<file path="src/rtl/mdu_ctrl_if.sv">
// Issue/result bundle between the EX stage and the multiply/divide unit.
// The master drives ops in; the slave returns HI/LO and status.
interface mdu_ctrl_if #(
  parameter int unsigned DATA_W = 32
);
  logic              start;
  logic [2:0]        op;
  logic [DATA_W-1:0] in1;
  logic [DATA_W-1:0] in2;
  logic              flush;
  logic              busy;
  logic              done;
  logic [DATA_W-1:0] hi;
  logic [DATA_W-1:0] lo;

  modport master (
    output start, op, in1, in2, flush,
    input  busy, done, hi, lo
  );

  modport slave (
    input  start, op, in1, in2, flush,
    output busy, done, hi, lo
  );
endinterface

</file>
<file path="src/rtl/mdu_ctrl.sv">
// Iterative MULT/MULTU/DIV/DIVU sequencer owning HI/LO.
// One bit per cycle in CALC; sign fix-up and writeback in FIX.
module mdu_ctrl #(
  parameter int unsigned DATA_W = 32
) (
  input logic    clk,
  input logic    reset,
  mdu_ctrl_if.slave mdu
);

  localparam int unsigned CW = $clog2(DATA_W);
  localparam int unsigned AW = 2 * DATA_W;
  localparam logic [CW-1:0] LAST = CW'(DATA_W - 1);

  typedef enum logic [1:0] {
    IDLE,
    CALC,
    FIX
  } state_e;

  state_e            state_q, state_d;
  logic [CW-1:0]     cnt_q, cnt_d;
  logic [AW-1:0]     acc_q, acc_d;
  logic [DATA_W-1:0] opnd_q, opnd_d;
  logic              div_q, div_d;
  logic              qneg_q, qneg_d;
  logic              rneg_q, rneg_d;
  logic              dz_q, dz_d;
  logic [DATA_W-1:0] hi_q, hi_d;
  logic [DATA_W-1:0] lo_q, lo_d;
  logic              busy_q, busy_d;
  logic              done_q, done_d;

  logic              is_md;
  logic              is_mthi;
  logic              is_mtlo;
  logic              sgn_op;
  logic              div_op;
  logic              a_neg;
  logic              b_neg;
  logic              b_zero;
  logic [DATA_W-1:0] a_mag;
  logic [DATA_W-1:0] b_mag;

  always_comb begin
    is_md   = ~mdu.op[2];
    is_mthi = (mdu.op == 3'd4);
    is_mtlo = (mdu.op == 3'd5);
    sgn_op  = ~mdu.op[0];
    div_op  = mdu.op[1];
    a_neg   = sgn_op & mdu.in1[DATA_W-1];
    b_neg   = sgn_op & mdu.in2[DATA_W-1];
    b_zero  = (mdu.in2 == '0);
    a_mag   = a_neg ? (~mdu.in1 + 1'b1) : mdu.in1;
    b_mag   = b_neg ? (~mdu.in2 + 1'b1) : mdu.in2;
  end

  // Multiply step: add multiplicand into the upper half, shift right.
  logic [DATA_W:0]   mul_sum;
  logic [AW-1:0]     mul_nxt;

  always_comb begin
    mul_sum = {1'b0, acc_q[AW-1:DATA_W]}
            + (acc_q[0] ? {1'b0, opnd_q} : '0);
    mul_nxt = {mul_sum, acc_q[DATA_W-1:1]};
  end

  // Divide step: restoring trial subtract on {rem, next dividend bit}.
  logic [DATA_W:0]   div_t;
  logic [DATA_W+1:0] div_diff;
  logic              div_ge;
  logic [DATA_W-1:0] div_rem;
  logic [AW-1:0]     div_nxt;

  always_comb begin
    div_t    = acc_q[AW-1:DATA_W-1];
    div_diff = {1'b0, div_t} - {2'b00, opnd_q};
    div_ge   = ~div_diff[DATA_W+1];
    div_rem  = div_ge ? div_diff[DATA_W-1:0] : div_t[DATA_W-1:0];
    div_nxt  = {div_rem, acc_q[DATA_W-2:0], div_ge};
  end

  logic [AW-1:0]     prod;
  logic [DATA_W-1:0] quo;
  logic [DATA_W-1:0] rem;

  always_comb begin
    prod = qneg_q ? (~acc_q + 1'b1) : acc_q;
    quo  = acc_q[DATA_W-1:0];
    rem  = acc_q[AW-1:DATA_W];
    if (qneg_q) quo = ~quo + 1'b1;
    if (rneg_q) rem = ~rem + 1'b1;
    if (dz_q)   quo = '1;
  end

  always_comb begin
    state_d = state_q;
    cnt_d   = cnt_q;
    acc_d   = acc_q;
    opnd_d  = opnd_q;
    div_d   = div_q;
    qneg_d  = qneg_q;
    rneg_d  = rneg_q;
    dz_d    = dz_q;
    hi_d    = hi_q;
    lo_d    = lo_q;
    done_d  = 1'b0;

    unique case (state_q)
      IDLE: begin
        if (mdu.start && !mdu.flush) begin
          unique case (1'b1)
            is_md: begin
              state_d = CALC;
              cnt_d   = '0;
              div_d   = div_op;
              dz_d    = div_op & b_zero;
              rneg_d  = div_op & a_neg;
              qneg_d  = (a_neg ^ b_neg) & ~(div_op & b_zero);
              if (div_op) begin
                acc_d  = {{DATA_W{1'b0}}, a_mag};
                opnd_d = b_mag;
              end else begin
                acc_d  = {{DATA_W{1'b0}}, b_mag};
                opnd_d = a_mag;
              end
            end
            is_mthi: hi_d = mdu.in1;
            is_mtlo: lo_d = mdu.in1;
            default: ;
          endcase
        end
      end
      CALC: begin
        acc_d = div_q ? div_nxt : mul_nxt;
        cnt_d = cnt_q + 1'b1;
        if (cnt_q == LAST) state_d = FIX;
      end
      FIX: begin
        state_d = IDLE;
        done_d  = 1'b1;
        if (div_q) begin
          hi_d = rem;
          lo_d = quo;
        end else begin
          {hi_d, lo_d} = prod;
        end
      end
      default: state_d = IDLE;
    endcase

    // Cancel discards the op without touching HI/LO.
    if (mdu.flush && state_q != IDLE) begin
      state_d = IDLE;
      done_d  = 1'b0;
      hi_d    = hi_q;
      lo_d    = lo_q;
    end

    busy_d = (state_d != IDLE);
  end

  always_ff @(posedge clk or posedge reset) begin
    if (reset) begin
      state_q <= IDLE;
      cnt_q   <= '0;
      acc_q   <= '0;
      opnd_q  <= '0;
      div_q   <= 1'b0;
      qneg_q  <= 1'b0;
      rneg_q  <= 1'b0;
      dz_q    <= 1'b0;
      hi_q    <= '0;
      lo_q    <= '0;
      busy_q  <= 1'b0;
      done_q  <= 1'b0;
    end else begin
      state_q <= state_d;
      cnt_q   <= cnt_d;
      acc_q   <= acc_d;
      opnd_q  <= opnd_d;
      div_q   <= div_d;
      qneg_q  <= qneg_d;
      rneg_q  <= rneg_d;
      dz_q    <= dz_d;
      hi_q    <= hi_d;
      lo_q    <= lo_d;
      busy_q  <= busy_d;
      done_q  <= done_d;
    end
  end

  assign mdu.busy = busy_q;
  assign mdu.done = done_q;
  assign mdu.hi   = hi_q;
  assign mdu.lo   = lo_q;

endmodule

</file>
<file path="src/flat_wrapper.sv">
// flat-port wrapper written by rule: the top's interface ports become plain ports
module mdu_ctrl_flat 
#(
  parameter int unsigned DATA_W = 32
)
  (clk, reset, mdu_start, mdu_op, mdu_in1, mdu_in2, mdu_flush, mdu_busy, mdu_done, mdu_hi, mdu_lo);
  mdu_ctrl_if #(.DATA_W(DATA_W)) mdu_i ();
  input logic clk;
  input logic reset;
  input wire logic [$bits(mdu_i.start)-1:0] mdu_start;
  input wire logic [$bits(mdu_i.op)-1:0] mdu_op;
  input wire logic [$bits(mdu_i.in1)-1:0] mdu_in1;
  input wire logic [$bits(mdu_i.in2)-1:0] mdu_in2;
  input wire logic [$bits(mdu_i.flush)-1:0] mdu_flush;
  output wire logic [$bits(mdu_i.busy)-1:0] mdu_busy;
  output wire logic [$bits(mdu_i.done)-1:0] mdu_done;
  output wire logic [$bits(mdu_i.hi)-1:0] mdu_hi;
  output wire logic [$bits(mdu_i.lo)-1:0] mdu_lo;
  assign mdu_i.start = mdu_start;
  assign mdu_i.op = mdu_op;
  assign mdu_i.in1 = mdu_in1;
  assign mdu_i.in2 = mdu_in2;
  assign mdu_i.flush = mdu_flush;
  assign mdu_busy = mdu_i.busy;
  assign mdu_done = mdu_i.done;
  assign mdu_hi = mdu_i.hi;
  assign mdu_lo = mdu_i.lo;
  mdu_ctrl #(.DATA_W(DATA_W)) u_core (.clk(clk), .reset(reset), .mdu(mdu_i));
endmodule
</file>
<file path="config.mk">
export PLATFORM = sky130hd
export DESIGN_NAME = mdu_ctrl_flat
export DESIGN_NICKNAME = d
export VERILOG_FILES = /design/src/rtl/mdu_ctrl_if.sv /design/src/rtl/mdu_ctrl.sv /design/src/flat_wrapper.sv
export SDC_FILE = /design/constraint.sdc
export NUM_CORES = 1
export LEC_CHECK = 0
export BUFFER_PORTS_ARGS = -buffer_cell sky130_fd_sc_hd__buf_4
export CORE_MARGIN = 5
export CORE_UTILIZATION = 42
export CTS_CLUSTER_SIZE = 14
export DETAILED_ROUTE_END_ITERATION = 7
export PLACE_DENSITY = 0.61
export SYNTH_ARGS = -nofsm -noshare
export SYNTH_HDL_FRONTEND = slang
export SYNTH_SLANG_ARGS = --single-unit
</file>
<file path="constraint.sdc">
create_clock -name clk -period 5.7 [get_ports clk]
set_clock_uncertainty 0.2 [all_clocks]
set_input_delay 0.855 -clock clk [delete_from_list [all_inputs] [get_ports clk]]
set_output_delay 0.855 -clock clk [all_outputs]
set_load 0.02 [all_outputs]
</file>
Yosys cells after proc, flatten, opt, wreduce, memory -nomap -nowiden
Cells that the tools add are included.
Storage, ports and cells
  bits in writable memories: 0
  logic and storage cells: 90
  ROM bits: 0
  output and inout port bits: 66
  latch bits: 0
  memories kept: 0
  bits of input ports: 71
  register bits: 173
Operators by class
  shifts and indexed selects: 0
  multiply operators: 0
  $add $sub $neg: 8
  muxes and demuxes: 32
  reduce and logical (&&, ||, !) cells: 13
  $lt $le $gt $ge: 0
  bitwise operators: 16
  equality and inequality tests: 9
  div/mod/pow operators: 0
Operator list (count)
  $mux W32: 15
  $mux W64: 4
  $add A32 B1 Y32 const B: 4
  $not A32 Y32: 4
  $pmux W32 S2: 2
  $pmux W64 S2: 1
  $add A64 B1 Y64 const B: 1
  $not A64 Y64: 1
  $sub A33 B32 Y34: 1
  $add A32 B33 Y33: 1
  $logic_not A32 Y1: 1
  $mux W5: 2
  $pmux W5 S2: 1
  $mux W2: 4
  $reduce_and A4 Y1: 2
  $reduce_bool A2 Y1: 4
  $eq A3 B3 Y1 const B: 2
  $ne A2 B1 Y1 const B: 3
  $reduce_and A3 Y1: 2
  $add A5 B1 Y5 const B: 1
  $and A1 B1 Y1: 5
  $eq A5 B5 Y1 const B: 1
  $not A1 Y1: 5
  $pmux W2 S2: 1
  other kinds (8): 10

Depth between registers and ports, before layout
Gate-level depths: netlist (run 1).
  depth after elaboration: 7
  mapped depth: 15
  mapped depth without buffers: 13

Least setup slack after synthesis (run 1)
No wires, ideal clock.
  path type: reg2reg
  from: register u_core.acc_q[0]
  to: register u_core.acc_q[59]
  setup time: 0.099 ns
  data required time: 5.401 ns
  clock period less this slack: 3.500 ns
  buffers on the path: 2
  setup slack: 2.200 ns
  stages on the path, launching flop included: 15
  arrival time: 3.201 ns
  path through: dfrtp_1 -> clkbuf_1 -> inv_1 -> clkbuf_1 -> nor2_1 -> ha_1 -> a21o_1 -> a21o_1 -> a221o_1 -> a31o_2 -> a32oi_1 -> o21ai_0 -> xnor2_1 -> a221o_1 -> a311oi_1
Between the ends
  word-level cells in the longest chain between the ends: 4
RTL lines
  start: declaration: RTL line mdu_ctrl.sv:23  | logic [AW-1:0] acc_q, acc_d;
  start signal: assignment: RTL line mdu_ctrl.sv:167  | acc_q <= '0;
  start signal: assignment: RTL line mdu_ctrl.sv:180  | acc_q <= acc_d;
  $mux W32: RTL line mdu_ctrl.sv:64  | + (acc_q[0] ? {1'b0, opnd_q} : '0);
  $add A32 B33 Y33: RTL line mdu_ctrl.sv:64
  $mux W64: RTL line mdu_ctrl.sv:135  | acc_d = div_q ? div_nxt : mul_nxt;
  $pmux W64 S2: RTL line mdu_ctrl.sv:109  | unique case (state_q)
No other way between the ends.
A chain may end at the register's enable or synchronous reset.

Worst setup path in the final report (run 1)
Same ends and word-level chain as after synthesis.

==> results_dict.tcl, run 1 <==
set metrics [dict create \
    status "completed" \
    route.vias.total 14674 \
    fp.dieH_um 197 \
    filler_cells 3437 \
    end_kind "flop" \
    maxCapViolations 0 \
    path_class "flop to flop" \
    post-cts-setup-buffers 0 \
    synth_top_cell_area_share 0.295 \
    routed_wl_mm 54.1 \
    count_of_antenna_violating_nets_left_after_detailed_routing 0 \
    wire_length_of_the_first_global_routing_pass_mm 82.0 \
    internal-power_mw 4.89 \
    core_footprint_um2 34500 \
    postLayoutCoreUtil 0.482 \
    share_of_flip_flops_with_an_asynchronous_set_or_reset_after_synthesis 1.00 \
    min-delay-path-class "primary input to asynchronous set/reset pin" \
    crit_fanout 22 \
    worst_case_register_to_register_setup_slack_ns 1.18 \
    clockRootBuffer "sky130_fd_sc_hd__clkbuf_16" \
    design_power_total_mw 9.82 \
    worst-endpoint-required_ns 5.86 \
    yosysSeqAreaShare 0.295 \
    ir_drop_v 0.000309 \
    achievable-frequency_ghz 0.221 \
    final_layout_size_suffix_gt1_frac 0.116 \
    power.switching_mw 4.93 \
    dp_slack_ns 1.30 \
    timing.slew.headroom 0.295 \
    pwr-share-seq 0.261 \
    tritoncts "built" \
    min_period_over_period 0.793 \
    worst_case_setup_margin_in_the_final_layout_ns 1.18 \
    pin_count 137 \
    synth.distinct_cells 83 \
    clock_sink_count 173 \
    hold_buffers 0 \
    share_comb_of_total_power 0.604 \
    tritoncts.num_buffers 17 \
    report.final.setup_viol 0 \
    routed_wire_length_per_instance_um 22.7 \
    timing_max_transition_violations_final 0 \
    yosys_warnings 0 \
    netlist_area_um2 14700 \
    yosys_register_bits 173 \
    grt_max_degree 162 \
    commonest_register_cell_after_synthesis "sky130_fd_sc_hd__dfrtp_1" \
    overall_global_routing_usage 0.272 \
    globalRouteOverflowTotal 0 \
    final_period_minus_worst_setup_slack_ns 4.52 \
    die_x_um 197 \
    power_per_cell_area_nw_per_um2 591 \
    number_of_global_route_vias_before_repair 13712 \
    place.detailed.instances 2354 \
    rsz0062_at_grt "no" \
    postSynthCellCount 1861 \
    worst_slew_pin_slew_ns 1.06 \
    pwr-share-clk 0.135 \
    power.share.switching 0.502 \
    setup-tns-final_ns 0 \
    flow.area_growth_from_synthesis_pct 13.4 \
    final_net_count 2061 \
    place.port_buffers 136 \
    critPathArrivalTime_ns 4.68 \
    setup.worst_path.start_class "flop" \
    vias_per_cell 6.15 \
    drcViolationCount 0 \
    detailedPlacementHpwl_mm 41.1 \
    synth_enable_flop_cells 0 \
    place_congestion 0.935 \
    syn_avg_cell_area_um2 7.88 \
    detail_route.first_pass.iterations 6 \
    yosysTopAreaCell "sky130_fd_sc_hd__dfrtp_1" \
    drt_iter0_markers 1516 \
    num_rows 68 \
    number_of_gates_resized_after_cts 0 \
    static-leakage-power_nw 7.13 \
    postSynthNetCount 2004 \
    antenna-diode-count 0 \
    die_area_um2 38800 \
    grt_antenna_before_repair 1 \
    final-hold-violation-count 0 \
    initial_core_util 0.425 \
    htree_num_levels 4 \
    skew_pair_late_insertion_delay_ns 0.47 \
    leading_post_synthesis_cells_by_cell_area "sky130_fd_sc_hd__dfrtp_1 30%, sky130_fd_sc_hd__o21ai_0 6.0%, sky130_fd_sc_hd__ha_1 6.0%" \
    clk_path_buf_depth 2 \
    finish.cell_count_without_fillers 2386 \
    worst_setup_hold_path_clk_slew_ns 0.08 \
]
-- logic make-up (layout without fill, tap and decap cells) --
family | after synthesis | after routing | synth area share
AO/OA/AOI/OAI | 641 | 641 | 0.278
AND/OR/NAND/NOR | 587 | 587 | 0.189
buffers and inverters | 179 | 249 | 0.0472
flip-flops | 173 | 173 | 0.295
XOR/XNOR | 167 | 167 | 0.0997
adder cells (fa/ha/maj) | 72 | 72 | 0.0625
multiplexers | 42 | 42 | 0.0287
-- state kept, by name, indices dropped and copies added (netlist names) --
signal / count
u_core.acc_q: 64
u_core.mdu.hi: 32
u_core.mdu.lo: 32
u_core.opnd_q: 32
u_core.cnt_q: 5
u_core.state_q: 2
u_core.div_q: 1
u_core.dz_q: 1
u_core.mdu.busy: 1
u_core.mdu.done: 1
u_core.qneg_q: 1
u_core.rneg_q: 1
-- synthesized netlist by cell type, drive strengths merged, types with 3 or more instances --
master / count
a21oi: 148
and2: 9
nand3: 28
xnor2: 95
nand2b: 21
or2: 7
mux2i: 42
o21ai: 201
a31o: 4
o211ai: 29
buf: 19
a31oi: 24
ha: 70
and3: 11
o211a: 4
o31a: 5
o21bai: 9
inv: 64
or4: 13
o41ai: 11
o22ai: 27
a222oi: 3
dfrtp: 173
clkbuf: 96
a22oi: 20
o21a: 11
or3: 18
xor2: 72
nor3b: 4
nand4: 10
nand3b: 5
nor2: 169
a21boi: 3
a211oi: 43
a32oi: 5
nor4: 21
a211o: 4
nor2b: 20
o31ai: 17
a21o: 34
a41oi: 3
a221oi: 7
nor3: 39
a221o: 10
nand2: 201
-- critical path: stages, from the launching register on --
cell and delay [ns]:
sky130_fd_sc_hd__dfrtp_1 0.48, sky130_fd_sc_hd__inv_1 0.75, sky130_fd_sc_hd__buf_4 0.32, sky130_fd_sc_hd__nor2_1 0.06, sky130_fd_sc_hd__ha_1 0.35, sky130_fd_sc_hd__a21o_1 0.18, sky130_fd_sc_hd__a21oi_1 0.20, sky130_fd_sc_hd__nor2b_1 0.08
sky130_fd_sc_hd__o41a_1 0.33, sky130_fd_sc_hd__a32oi_1 0.46, sky130_fd_sc_hd__o21ai_0 0.26, sky130_fd_sc_hd__xnor2_1 0.17, sky130_fd_sc_hd__a221o_1 0.35, sky130_fd_sc_hd__a311oi_1 0.22
-- power groups by stage --
stage | Sequential (mW) | Clock, mW | Combinational, mW
2_1_floorplan | 2.41 | 0 | 4.17
3_3_place_gp | 2.53 | 0 | 5.80
3_5_place_dp | 2.54 | 0 | 5.86
4_1_cts | 2.52 | 1.33 | 5.89
5_1_grt | 2.60 | 1.38 | 6.52
6_report | 2.56 | 1.33 | 5.94
-- final cells by class --
type | count | area (um^2) | share of cell area
clock inverter | 13 | 198 | 0.0119
timing repair buffer | 153 | 1160 | 0.0698
clock buffer | 19 | 433 | 0.0260
tap | 455 | 569 | 0.0342
inverter | 64 | 244 | 0.0147
sequential | 173 | 4330 | 0.260
multi-input combinational | 1509 | 9700 | 0.583
-- path summary, 6_finish.rpt --
kind / start / end / cells after the start
worst max-delay path: u_core.acc_q[0]$_DFFE_PP0P_ / u_core.acc_q[59]$_DFFE_PP0P_ / 13
worst min-delay path: reset / u_core.acc_q[39]$_DFFE_PP0P_ / 2
worst max register to register: u_core.acc_q[0]$_DFFE_PP0P_ / u_core.acc_q[59]$_DFFE_PP0P_ / 13
worst min register to register: u_core.mdu.lo[8]$_DFFE_PP0P_ / u_core.mdu.lo[8]$_DFFE_PP0P_ / 1
max in group asynchronous: reset / u_core.div_q$_DFFE_PP0P_ / 3
min in group clk: u_core.mdu.lo[8]$_DFFE_PP0P_ / u_core.mdu.lo[8]$_DFFE_PP0P_ / 1
-- cell usage in the layout (no fill, tap or decap), types with 63 or more instances in the layout --
cell | Yosys | layout
sky130_fd_sc_hd__o21ai_0 | 177 | 177
sky130_fd_sc_hd__xor2_1 | 72 | 72
sky130_fd_sc_hd__buf_4 | 4 | 152
sky130_fd_sc_hd__xnor2_1 | 95 | 95
sky130_fd_sc_hd__nand2_1 | 201 | 201
sky130_fd_sc_hd__a21oi_1 | 148 | 147
sky130_fd_sc_hd__nor2_1 | 169 | 167
sky130_fd_sc_hd__dfrtp_1 | 173 | 172
sky130_fd_sc_hd__inv_1 | 64 | 63
sky130_fd_sc_hd__ha_1 | 70 | 70
-- per-stage QoR --
step / hold WS, ns / cell area (um^2)
global placement: 0.267 / 16000
detailed placement: 0.271 / 16000
floorplan: 0.250 / 14700
finish: 0.160 / 16600
global route: 0.189 / 16600
CTS: 0.160 / 16600
-- metal layers --
| metal | up-vias | track usage | part of all wire |
|---|---|---|---|
| met2 | 659 | 0.407 | 0.43 |
| met4 | 0 | 0.100 | 0.038 |
| met1 | 7021 | 0.393 | 0.45 |
| met5 | - | 0 | 0 |
| li1 | 6882 | - | - |
| met3 | 112 | 0.0494 | 0.079 |
Power figures use the tool's default switching activity.
==> run 2, diff against run 1 <==
Clock period 5.7 ns to 3.9 ns, I/O delays scaled along.
==> run 2 against run 1 <==
Count of clock-buffer cells in the layout down 1. Sequential power increased by 37%. Register-to-register slack lost 0.91 ns. Final cell count is 1.9% higher. Clock power is 44% higher. Routed wire length rose by 2.2%. Utilization increased by 1.1 points. Die area did not move. Non-clock buffer count up 45. Sequential cell count did not move. Critical path type unchanged. Largest cell class unchanged. Largest power group unchanged. Highest routed layer unchanged.
==> results_dict.tcl, run 2 (same netlist as run 1, synthesis figures left out) <==
set metrics [dict create \
    pin_count 137 \
    routed_wire_length_per_instance_um 22.8 \
    clock_sink_count 173 \
    critPathArrivalTime_ns 3.79 \
    maxCapViolations 0 \
    wire_length_of_the_first_global_routing_pass_mm 83.9 \
    place_congestion 0.953 \
    drt_iter0_markers 1434 \
    place.port_buffers 136 \
    globalRouteOverflowTotal 0 \
    num_rows 68 \
    regToRegEndpoint "u_core.acc_q[40]$_DFFE_PP0P_" \
    drcViolationCount 0 \
    flow.area_growth_from_synthesis_pct 16.0 \
    initial_core_util 0.425 \
    post-cts-setup-buffers 0 \
    number_of_global_route_vias_before_repair 13896 \
    final_layout_size_suffix_gt1_frac 0.136 \
    routed_wl_mm 55.3 \
    worst_case_register_to_register_setup_slack_ns 0.26 \
    count_of_antenna_violating_nets_left_after_detailed_routing 0 \
    layout_commonest_cell "sky130_fd_sc_hd__nand2_1" \
    worst_slew_pin_slew_ns 1.10 \
    static-leakage-power_nw 7.37 \
    timing.slew.headroom 0.269 \
    antenna-diode-count 0 \
    tritoncts.num_buffers 17 \
    design_power_total_mw 14.7 \
    worstRegToRegCells 10 \
    final_net_count 2106 \
    vias_per_cell 6.10 \
    setup-tns-final_ns 0 \
    most-common-layout-cells "201 x sky130_fd_sc_hd__nand2_1, 192 x sky130_fd_sc_hd__buf_4, 177 x sky130_fd_sc_hd__o21ai_0" \
    number_of_gates_resized_after_cts 0 \
    timing_max_transition_violations_final 0 \
    setup.worst_path.start_class "flop" \
    report.final.setup_viol 0 \
    critPathLaunch "u_core.acc_q[39]$_DFFE_PP0P_" \
    final_period_minus_worst_setup_slack_ns 3.64 \
    worst_setup_hold_path_clk_slew_ns 0.08 \
    crit_fanout 35 \
    worst_hold_startpoint "mdu_flush" \
    power_per_cell_area_nw_per_um2 865 \
    route.vias.total 14831 \
    status "completed" \
    core_footprint_um2 34500 \
    worst_setup_path_endpoint "u_core.acc_q[40]$_DFFE_PP0P_" \
    largest_register "u_core.acc_q" \
    skew_pair_late_insertion_delay_ns 0.46 \
    regToRegStartpoint "u_core.acc_q[39]$_DFFE_PP0P_" \
    ir_drop_v 0.000389 \
    path_class "flop to flop" \
    worst-endpoint-required_ns 4.05 \
    grt_max_degree 63 \
    min_period_over_period 0.932 \
    die_x_um 197 \
    htree_num_levels 4 \
    end_kind "flop" \
    largest_register_ffs 64 \
    rsz0062_at_grt "no" \
    achievable-frequency_ghz 0.275 \
    clk_path_buf_depth 2 \
    final-hold-violation-count 0 \
    detailedPlacementHpwl_mm 42.9 \
    overall_global_routing_usage 0.278 \
    min-delay-path-class "primary input to flop" \
    fp.dieH_um 197 \
    clockRootBuffer "sky130_fd_sc_hd__clkbuf_16" \
    grt_antenna_before_repair 0 \
    tritoncts "built" \
    die_area_um2 38800 \
    detail_route.first_pass.iterations 7 \
]
==> run 2: changes by cell type in the layout (fill, tap and decap cells not counted), sizes merged <==
cell,delta
buf,+44
bufinv,-1
clkbuf,-1
clkinv,+1
clkinvlp,+1
dlygate4sd3,+1
==> run 2: metal layers <==
metal | wire, um | up-vias | global-route usage
met5 | 0 | - | 0
met4 | 1750 | 0 | 0.0873
met3 | 4450 | 93 | 0.0390
met2 | 24600 | 668 | 0.430
met1 | 24500 | 7109 | 0.403
li1 | - | 6961 | -
==> run 2: cell type report <==
| type | instances | area, um^2 |
|---|---|---|
| clock inverters | 14 | 196 |
| fillers | 3426 | 17500 |
| clock buffers | 18 | 429 |
| repair buffers | 198 | 1550 |
| flip-flops and latches | 173 | 4330 |
| inverters | 64 | 244 |
| well taps | 455 | 569 |
| multi-input cells | 1509 | 9690 |
==> run 2: stage by stage <==
step	hold slack, ns	setup slack [ns]	area (um^2)	utilization	cells
floorplan	0.250	0.400	14700	-	1861
global placement	0.264	0.348	16400	0.474	2398
detailed placement	0.273	0.316	16400	0.474	2398
CTS	0.0854	0.293	17000	0.493	2431
global route	0.107	0.0309	17000	0.493	2431
finish	0.0983	0.264	17000	0.493	2431
==> run 2: repair_timing <==
item,CTS,global route
endpoints found under the setup margin,0,0
hold buffers,1,0
hold endpoints to repair,10,0
==> run 2: worst min-delay path by stage <==
| stage | end | depth (start not counted) |
|---|---|---|
| 2_1_floorplan | u_core.opnd_q[12]$_DFFE_PP0P_ | 2 |
| 6_report | u_core.state_q[1]$_DFF_PP0_ | 2 |
| 3_3_place_gp | u_core.mdu.lo[8]$_DFFE_PP0P_ | 1 |
| 3_5_place_dp | u_core.mdu.hi[3]$_DFFE_PP0P_ | 2 |
| 4_1_cts | u_core.state_q[1]$_DFF_PP0_ | 2 |
| 5_1_grt | u_core.state_q[1]$_DFF_PP0_ | 2 |
==> run 2: critical path, stage by stage (launching register included) <==
cell                       delay [ns]
sky130_fd_sc_hd__dfrtp_1         0.51
sky130_fd_sc_hd__ha_1            0.38
sky130_fd_sc_hd__nand3_1         0.21
sky130_fd_sc_hd__o221ai_2        0.15
sky130_fd_sc_hd__a21o_1          0.23
sky130_fd_sc_hd__a311oi_4        0.38
sky130_fd_sc_hd__o21ai_2         0.15
sky130_fd_sc_hd__a221oi_4        0.55
sky130_fd_sc_hd__buf_12          0.25
sky130_fd_sc_hd__o21ai_0         0.12
sky130_fd_sc_hd__a221o_1         0.35
==> run 2: where the power goes <==
group	internal (mW)	switching, mW
Sequential	2.58	0.921
Clock	1.04	0.874
Combinational	3.76	5.56
